**src/rtl/approx_mul_err_eval.sv**
```systemverilog
// Sweeps all 65536 operand pairs through an 8x8 approximate multiplier and
// accumulates error statistics of its products against the exact product.
module approx_mul_err_eval #(
  parameter int unsigned MUL_LAT = 0
) (
  input  logic        clk,
  input  logic        rst,
  input  logic        start,
  output logic        busy,
  output logic        done,
  output logic [7:0]  mul_a,
  output logic [7:0]  mul_b,
  output logic        mul_vld,
  input  logic [15:0] mul_prod,
  output logic [16:0] err_cnt,
  output logic [31:0] sum_ed,
  output logic [15:0] max_ed,
  output logic [7:0]  max_a,
  output logic [7:0]  max_b
);

  typedef enum logic [1:0] {
    IDLE  = 2'd0,
    SWEEP = 2'd1,
    DRAIN = 2'd2,
    DONE  = 2'd3
  } state_e;

  typedef struct packed {
    logic        vld;
    logic [15:0] pair;
    logic [15:0] exact;
  } tap_t;

  state_e      state_q, state_d;
  logic [15:0] cnt_q, cnt_d;
  logic        vld_q, vld_d;
  logic        busy_q, busy_d;
  logic        done_q, done_d;
  logic [16:0] err_cnt_q, err_cnt_d;
  logic [31:0] sum_ed_q, sum_ed_d;
  logic [15:0] max_ed_q, max_ed_d;
  logic [15:0] max_pair_q, max_pair_d;

  tap_t        issue_s;
  tap_t        acc_s;
  logic [15:0] ed_s;
  logic        acc_last_s;

  // Exact product of the pair currently on the multiplier inputs.
  always_comb begin
    issue_s.vld   = vld_q;
    issue_s.pair  = cnt_q;
    issue_s.exact = {8'd0, cnt_q[15:8]} * {8'd0, cnt_q[7:0]};
  end

  // Delay the exact product so it meets mul_prod in the same cycle.
  generate
    if (MUL_LAT == 32'd0) begin : g_nodly
      assign acc_s = issue_s;
    end else begin : g_dly
      tap_t dly_q [MUL_LAT];

      // Alignment shift register, flushed by reset.
      always_ff @(posedge clk) begin
        if (rst) begin
          for (int i = 0; i < MUL_LAT; i++) dly_q[i] <= '0;
        end else begin
          dly_q[0] <= issue_s;
          for (int i = 1; i < MUL_LAT; i++) dly_q[i] <= dly_q[i-1];
        end
      end

      assign acc_s = dly_q[MUL_LAT-1];
    end
  endgenerate

  assign ed_s       = (mul_prod >= acc_s.exact) ? (mul_prod - acc_s.exact)
                                                : (acc_s.exact - mul_prod);
  assign acc_last_s = acc_s.vld && (acc_s.pair == 16'hFFFF);

  // Next-state: accumulation first, so a start request can override with a clear.
  always_comb begin
    state_d    = state_q;
    cnt_d      = cnt_q;
    vld_d      = vld_q;
    busy_d     = busy_q;
    done_d     = done_q;
    err_cnt_d  = err_cnt_q;
    sum_ed_d   = sum_ed_q;
    max_ed_d   = max_ed_q;
    max_pair_d = max_pair_q;

    if (busy_q && acc_s.vld) begin
      if (ed_s != 16'd0) begin
        err_cnt_d = err_cnt_q + 17'd1;
      end else begin
        err_cnt_d = err_cnt_q;
      end
      sum_ed_d = sum_ed_q + {16'd0, ed_s};
      // Strict compare keeps the first pair on ties.
      if (ed_s > max_ed_q) begin
        max_ed_d   = ed_s;
        max_pair_d = acc_s.pair;
      end else begin
        max_ed_d   = max_ed_q;
        max_pair_d = max_pair_q;
      end
    end else begin
      err_cnt_d = err_cnt_q;
    end

    case (state_q)
      IDLE, DONE: begin
        if (start) begin
          state_d    = SWEEP;
          cnt_d      = 16'd0;
          vld_d      = 1'b1;
          busy_d     = 1'b1;
          done_d     = 1'b0;
          err_cnt_d  = 17'd0;
          sum_ed_d   = 32'd0;
          max_ed_d   = 16'd0;
          max_pair_d = 16'd0;
        end else begin
          state_d = state_q;
        end
      end
      SWEEP: begin
        if (cnt_q == 16'hFFFF) begin
          cnt_d = 16'd0;
          vld_d = 1'b0;
          if (acc_last_s) begin
            state_d = DONE;
            busy_d  = 1'b0;
            done_d  = 1'b1;
          end else begin
            state_d = DRAIN;
          end
        end else begin
          cnt_d = cnt_q + 16'd1;
        end
      end
      DRAIN: begin
        if (acc_last_s) begin
          state_d = DONE;
          busy_d  = 1'b0;
          done_d  = 1'b1;
        end else begin
          state_d = DRAIN;
        end
      end
      default: begin
        state_d = IDLE;
        cnt_d   = 16'd0;
        vld_d   = 1'b0;
        busy_d  = 1'b0;
        done_d  = 1'b0;
      end
    endcase
  end

  // State and result registers with synchronous reset.
  always_ff @(posedge clk) begin
    if (rst) begin
      state_q    <= IDLE;
      cnt_q      <= 16'd0;
      vld_q      <= 1'b0;
      busy_q     <= 1'b0;
      done_q     <= 1'b0;
      err_cnt_q  <= 17'd0;
      sum_ed_q   <= 32'd0;
      max_ed_q   <= 16'd0;
      max_pair_q <= 16'd0;
    end else begin
      state_q    <= state_d;
      cnt_q      <= cnt_d;
      vld_q      <= vld_d;
      busy_q     <= busy_d;
      done_q     <= done_d;
      err_cnt_q  <= err_cnt_d;
      sum_ed_q   <= sum_ed_d;
      max_ed_q   <= max_ed_d;
      max_pair_q <= max_pair_d;
    end
  end

  assign busy    = busy_q;
  assign done    = done_q;
  assign mul_a   = cnt_q[15:8];
  assign mul_b   = cnt_q[7:0];
  assign mul_vld = vld_q;
  assign err_cnt = err_cnt_q;
  assign sum_ed  = sum_ed_q;
  assign max_ed  = max_ed_q;
  assign max_a   = max_pair_q[15:8];
  assign max_b   = max_pair_q[7:0];

endmodule

```
**config.mk**
```make
export PLATFORM = sky130hd
export DESIGN_NAME = approx_mul_err_eval
export DESIGN_NICKNAME = d
export VERILOG_FILES = /design/src/rtl/approx_mul_err_eval.sv
export SDC_FILE = /design/constraint.sdc
export NUM_CORES = 1
export LEC_CHECK = 0
export BUFFER_PORTS_ARGS = -buffer_cell sky130_fd_sc_hd__buf_4
export CAP_MARGIN = 40
export CORE_UTILIZATION = 55
export CTS_BUF_LIST = sky130_fd_sc_hd__clkbuf_16
export DETAILED_ROUTE_END_ITERATION = 6
export PLACE_DENSITY_LB_ADDON = 0.3
export SYNTH_ARGS = -nofsm -noshare
export SYNTH_HDL_FRONTEND = slang
export SYNTH_SLANG_ARGS = --single-unit
```
**constraint.sdc**
```tcl
create_clock -name clk -period 22.7 [get_ports clk]
set_clock_uncertainty 0.2 [all_clocks]
set_input_delay 5.675 -clock clk [delete_from_list [all_inputs] [get_ports clk]]
set_output_delay 5.675 -clock clk [all_outputs]
set_load 0.05 [all_outputs]
```
==> results of run 1 <==
flip-flops by register name (all words and copies together), names as in the netlist:
name and count:
err_cnt 17, mul_vld 1, state_q 2, max_pair_q 16
done 1, max_ed 16, cnt_q 16, busy 1
sum_ed 32
path summary, 6_finish.rpt:
check	start	end	slack, ps	depth (start not counted)
worst min-delay path	state_q[1]$_SDFFE_PP0P_	state_q[1]$_SDFFE_PP0P_	260	2
worst max-delay path	mul_prod[3]	sum_ed[24]$_SDFF_PP0_	12050	20
worst max register to register	cnt_q[7]$_SDFFE_PP0P_	sum_ed[24]$_SDFF_PP0_	12990	36
worst min register to register	state_q[1]$_SDFFE_PP0P_	state_q[1]$_SDFFE_PP0P_	260	2
power breakdown:
| part | switching (mW) | total, mW | internal (mW) |
|---|---|---|---|
| combinational | 0.110 | 0.167 | 0.0573 |
| clock | 0.0722 | 0.148 | 0.0758 |
| sequential | 0.00986 | 0.197 | 0.187 |
| total | 0.192 | 0.512 | 0.320 |
per-layer routing:
| metal | part of all wire | vias up | track usage |
|---|---|---|---|
| met3 | 0.050 | 35 | 0.0432 |
| met2 | 0.46 | 227 | 0.433 |
| met5 | 0 | - | 0 |
| li1 | - | 3950 | - |
| met4 | 0.024 | 0 | 0.0737 |
| met1 | 0.47 | 3822 | 0.361 |
kinds of logic after synthesis:
kind of cell | Yosys count | synth area share
compound gates | 226 | 0.167
xor+xnor | 56 | 0.0544
fa+ha+maj | 141 | 0.225
buf+inv | 171 | 0.0751
flops | 102 | 0.223
mux | 41 | 0.0454
simple gates | 375 | 0.211
placed cells by master (no fill, tap or decap), types with 5 or more instances in the layout:
cell / netlist / layout
o21ai_0: 37 / 37
o211ai_1: 12 / 12
a21o_1: 21 / 20
inv_1: 116 / 116
nor3_1: 11 / 11
or2_2: 8 / 8
xor2_1: 27 / 27
o211a_1: 5 / 5
and4_1: 5 / 5
or4_1: 8 / 8
xnor2_1: 28 / 28
o31ai_1: 6 / 6
a21oi_1: 75 / 75
o21bai_1: 6 / 6
nand2_1: 78 / 78
fa_1: 39 / 39
mux2i_1: 39 / 39
o21a_1: 9 / 9
nor2b_1: 9 / 9
or3_1: 16 / 16
clkbuf_16: 0 / 9
dfxtp_1: 102 / 102
nand3_1: 26 / 26
a22oi_1: 5 / 5
ha_1: 102 / 102
nor2_1: 99 / 99
buf_4: 3 / 119
nand4_1: 16 / 16
and2_1: 60 / 60
a211oi_1: 5 / 5
nand2b_1: 11 / 11
and3_1: 14 / 14
layout make-up:
cell class | count | area (um2)
fill | 1357 | 5690
clock inverter | 7 | 55.1
clock buffer | 9 | 225
timing repair buffer | 120 | 913
sequential | 102 | 2040
tap | 216 | 270
multi-input combinational | 839 | 6430
inverter | 116 | 435
through the flow:
stage	utilization	cell area, um2	worst slack, ps
finish	0.646	10400	12050
global route	0.646	10400	11630
CTS	0.646	10400	12140
detailed placement	0.628	10100	11810
global placement	0.627	10100	11930
floorplan	-	9160	12850
worst min-delay path: cells and delay by family (launching register included):
family,cells,cell delay [ps]
flops,1,310
simple gates,1,50
compound gates,1,50
==> run metrics, run 1 <==
period utilisation layout=0.469; top-count cell post-synth=inv_1; Final setup violation count=0; worst-path fanout max=13; row cnt=46; largest net degree at the start of global routing=63; gr ovfl total=0; H-tree depth=3; status=finished, final reports clean; Min-Delay Path Class=reg2reg; Initial Util=0.570; crit-path cells=buf_4 > inv_1 > ha_1 > a21oi_2 > a21oi_2 > o31a_2 > nor2_2 > mux2i_2 > inv_1 > fa_1 > nor2b_1 > o21ai_0 > a21boi_0 > o21a_1 > o21ai_0 > a211o_1 > a31oi_1 > nand3_1 > xor2_1 > nor2_1; final WL=21800 um; RSZ-0062 raised after global routing=no; cts repair resizes=0; insertion delay to the later sink of the worst-skew pair=350 ps; Core ar.=16100 um2; Arr. time, crit path=10660 ps; Sink Count=102; drt first-iter violations=425; number of antenna violations at the first check in global routing=0; Worst setup SP type=input port; CTS buffer count=9; residual DRC count=0; Leak=4.70 nW; First-pass DRT Iterations=5; area added between synthesis and finish=13.3%; total of max-cap violations=0; vias in the first global route=7465; # diodes=0; Clock Tree Root=clkbuf_16; Post-synth top cells=inv_1, dfxtp_1, ha_1, nor2_1, nand2_1; Final GP Congestion=0.896; worst path required time=22710 ps; Final Hold Fails=0; Die X-Extent=131 um; slew of the pin with the lowest slew margin=848 ps; power density cells=49.4 nW/um2; via count=8034; worst rel slew slack=0.434; Post-Syn Nets=1272; number of synthesized flops with an enable pin=0; DP Wirelength=16800 um; largest cells by area after synthesis=dfxtp_1, ha_1, fa_1; Slowest-stage cell, CP=nor2_2; Avg Inst Size Synth=8.24 um2; postcts setup bufs=0; Netlist cell types=74; peak supply drop=64.2 uV; count of pins over their slew limit=0; commonest register cell after synthesis=dfxtp_1; CTS tree=yes; routed vias/inst=5.70; Placed Cells incl. Taps=1393; slowest stage delay, CP=560 ps; wire length per cell=15.5 um; Buffers on Ports=118; I/O pins=119; layout cells sized above 1=0.142; async set-or-reset flop fraction in the synthesized netlist=0; Yosys top cell by area=dfxtp_1; post-synth top area share=0.223; Syn Std Cell Area=9160 um2; Total Power=0.512 mW; Non-Filler Instances=1409; maximum clock rate=93.9 MHz; die height=131 um; Top delay family on crit path=compound AO/OA/AOI/OAI gates; hold_ws=264 ps; CTS Hold Buffers Added=0; CP Capture Type=flop; Synth Warn #=0; Syn Inst Count=1112; area of the die=17200 um2; ANT nets after route=0; GRT Util Overall=0.265; Final min period=10650 ps; first-pass GRT wire length=36300 um; clock-pin slew on the worst setup and hold paths=70 ps; #FFs+latches synth=102; Total Neg Setup Slack=0 ps; fin nets=1348; type of the worst setup path=in2reg; Worst Path Buf+Inv=3; sequential area share after synthesis=0.223; maximum clock path buffer count=2
No activity file was read; power rests on OpenSTA's default activity.
==> run 2, diff against run 1 <==
Settings changed: CORE_UTILIZATION 55 to 54.
Clock period 22.7 ns to 9.57 ns, I/O delays scaled along.
==> run 2 against run 1 <==
Final cell count grew 0.99%. Combinational power grew 140%. Largest power group unchanged. Via count fell by 0.72%. Critical path depth rose by 16. Count of clock-buffer cells in the layout is the same. Non-clock buffer count is 10 higher. Sequential power up 130%.
==> run metrics, run 2 (same netlist as run 1, synthesis figures left out) <==
worst-path fanout max=14; power density cells=117 nW/um2; postcts setup bufs=0; slew of the pin with the lowest slew margin=876 ps; insertion delay to the later sink of the worst-skew pair=360 ps; layout cells sized above 1=0.153; via count=7976; DP Wirelength=16700 um; peak supply drop=215 uV; Final setup violation count=0; final WL=21700 um; CP Capture Type=flop; fin nets=1358; Sink Count=102; die height=132 um; First-pass DRT Iterations=5; GRT Util Overall=0.253; design area=10500 um2; gr ovfl total=0; CTS tree=yes; Clock Tree Root=clkbuf_16; number of antenna violations at the first check in global routing=0; FILL cells=1514; Leak=4.76 nW; clock-pin slew on the worst setup and hold paths=80 ps; Buffers on Ports=118; Initial Util=0.552; Final min period=8860 ps; area added between synthesis and finish=14.4%; CTS buffer count=9; commonest non-fill, non-tap cells in the layout=buf_4, inv_1, ha_1, nor2_1, dfxtp_1; total of max-cap violations=0; # diodes=0; maximum clock rate=113 MHz; worst path required time=9580 ps; Slowest-stage cell, CP=dfxtp_1; Final GP Congestion=0.886; max FFs per register=32; drt first-iter violations=505; worst rel slew slack=0.416; I/O pins=119; largest net degree at the start of global routing=63; Final Hold Fails=0; Die X-Extent=132 um; Worst Path Buf+Inv=5; slowest stage delay, CP=590 ps; type of the worst setup path=reg2reg; first-pass GRT wire length=36400 um; area of the die=17500 um2; Non-Filler Instances=1423; Total Power=1.23 mW; Arr. time, crit path=8880 ps; Core ar.=16600 um2; ANT nets after route=0; Placed Cells incl. Taps=1407; row cnt=47; dpl cell area=10200 um2; commonest non-fill, non-tap cell in the layout=buf_4; Top delay family on crit path=adder cells; RSZ-0062 raised after global routing=no; status=finished, final reports clean; maximum clock path buffer count=2; Min-Delay Path Class=reg2reg; Total Neg Setup Slack=0 ps; residual DRC count=0; vias in the first global route=7537; wire length per cell=15.2 um; period utilisation layout=0.926; routed vias/inst=5.61; count of pins over their slew limit=0; H-tree depth=3; Worst setup SP type=flop
==> run 2: final timing paths <==
check / depth (start not counted) / from / end / slack (ps)
worst max-delay path: 36 / cnt_q[11]$_SDFFE_PP0P_ / sum_ed[28]$_SDFF_PP0_ / 710
worst min-delay path: 2 / sum_ed[3]$_SDFF_PP0_ / sum_ed[3]$_SDFF_PP0_ / 270
worst max register to register: 36 / cnt_q[11]$_SDFFE_PP0P_ / sum_ed[28]$_SDFF_PP0_ / 710
worst min register to register: 2 / sum_ed[3]$_SDFF_PP0_ / sum_ed[3]$_SDFF_PP0_ / 270
==> run 2: cell type report <==
type / count / area, um2 / share of cell area
clock buffer: 9 / 225 / 0.0215
clock inverter: 7 / 67.6 / 0.00645
inverter: 116 / 435 / 0.0415
multi-input combinational: 839 / 6440 / 0.615
sequential: 102 / 2050 / 0.195
tap: 220 / 275 / 0.0263
timing repair buffer: 130 / 988 / 0.0943
==> run 2: tightest hold or removal path, stage by stage, from the launching register on <==
cell and delay, ps:
dfxtp_1 330, nand2_1 60, a21oi_1 50
==> run 2: per-layer routing <==
layer  part of all wire  wire length (um)  vias up  track usage
li1                   -                 -     3973            -
met1               0.46             10100     3783        0.335
met2               0.47             10300      195        0.424
met3              0.046               996       25       0.0431
met4              0.016               355        0       0.0690
met5                  0                 0        -            0
==> run 2: timing repair <==
item,4_1_cts,5_1_grt
hold buffers,0,0
resized for setup,0,6
setup endpoints to repair,0,12
==> run 2: report_power, final <==
part | internal (mW) | total (mW) | leakage (nW) | switching, mW
Sequential | 0.443 | 0.462 | 0.825 | 0.0194
Combinational | 0.138 | 0.402 | 3.80 | 0.264
Clock | 0.182 | 0.361 | 0.139 | 0.179
Total | 0.763 | 1.23 | 4.76 | 0.462
==> run 2: through the flow <==
stage,util,setup WS [ps],hold slack [ps]
floorplan,-,846,236
global placement,0.613,487,246
detailed placement,0.613,274,265
CTS,0.631,224,275
global route,0.632,33.2,287
finish,0.632,706,275
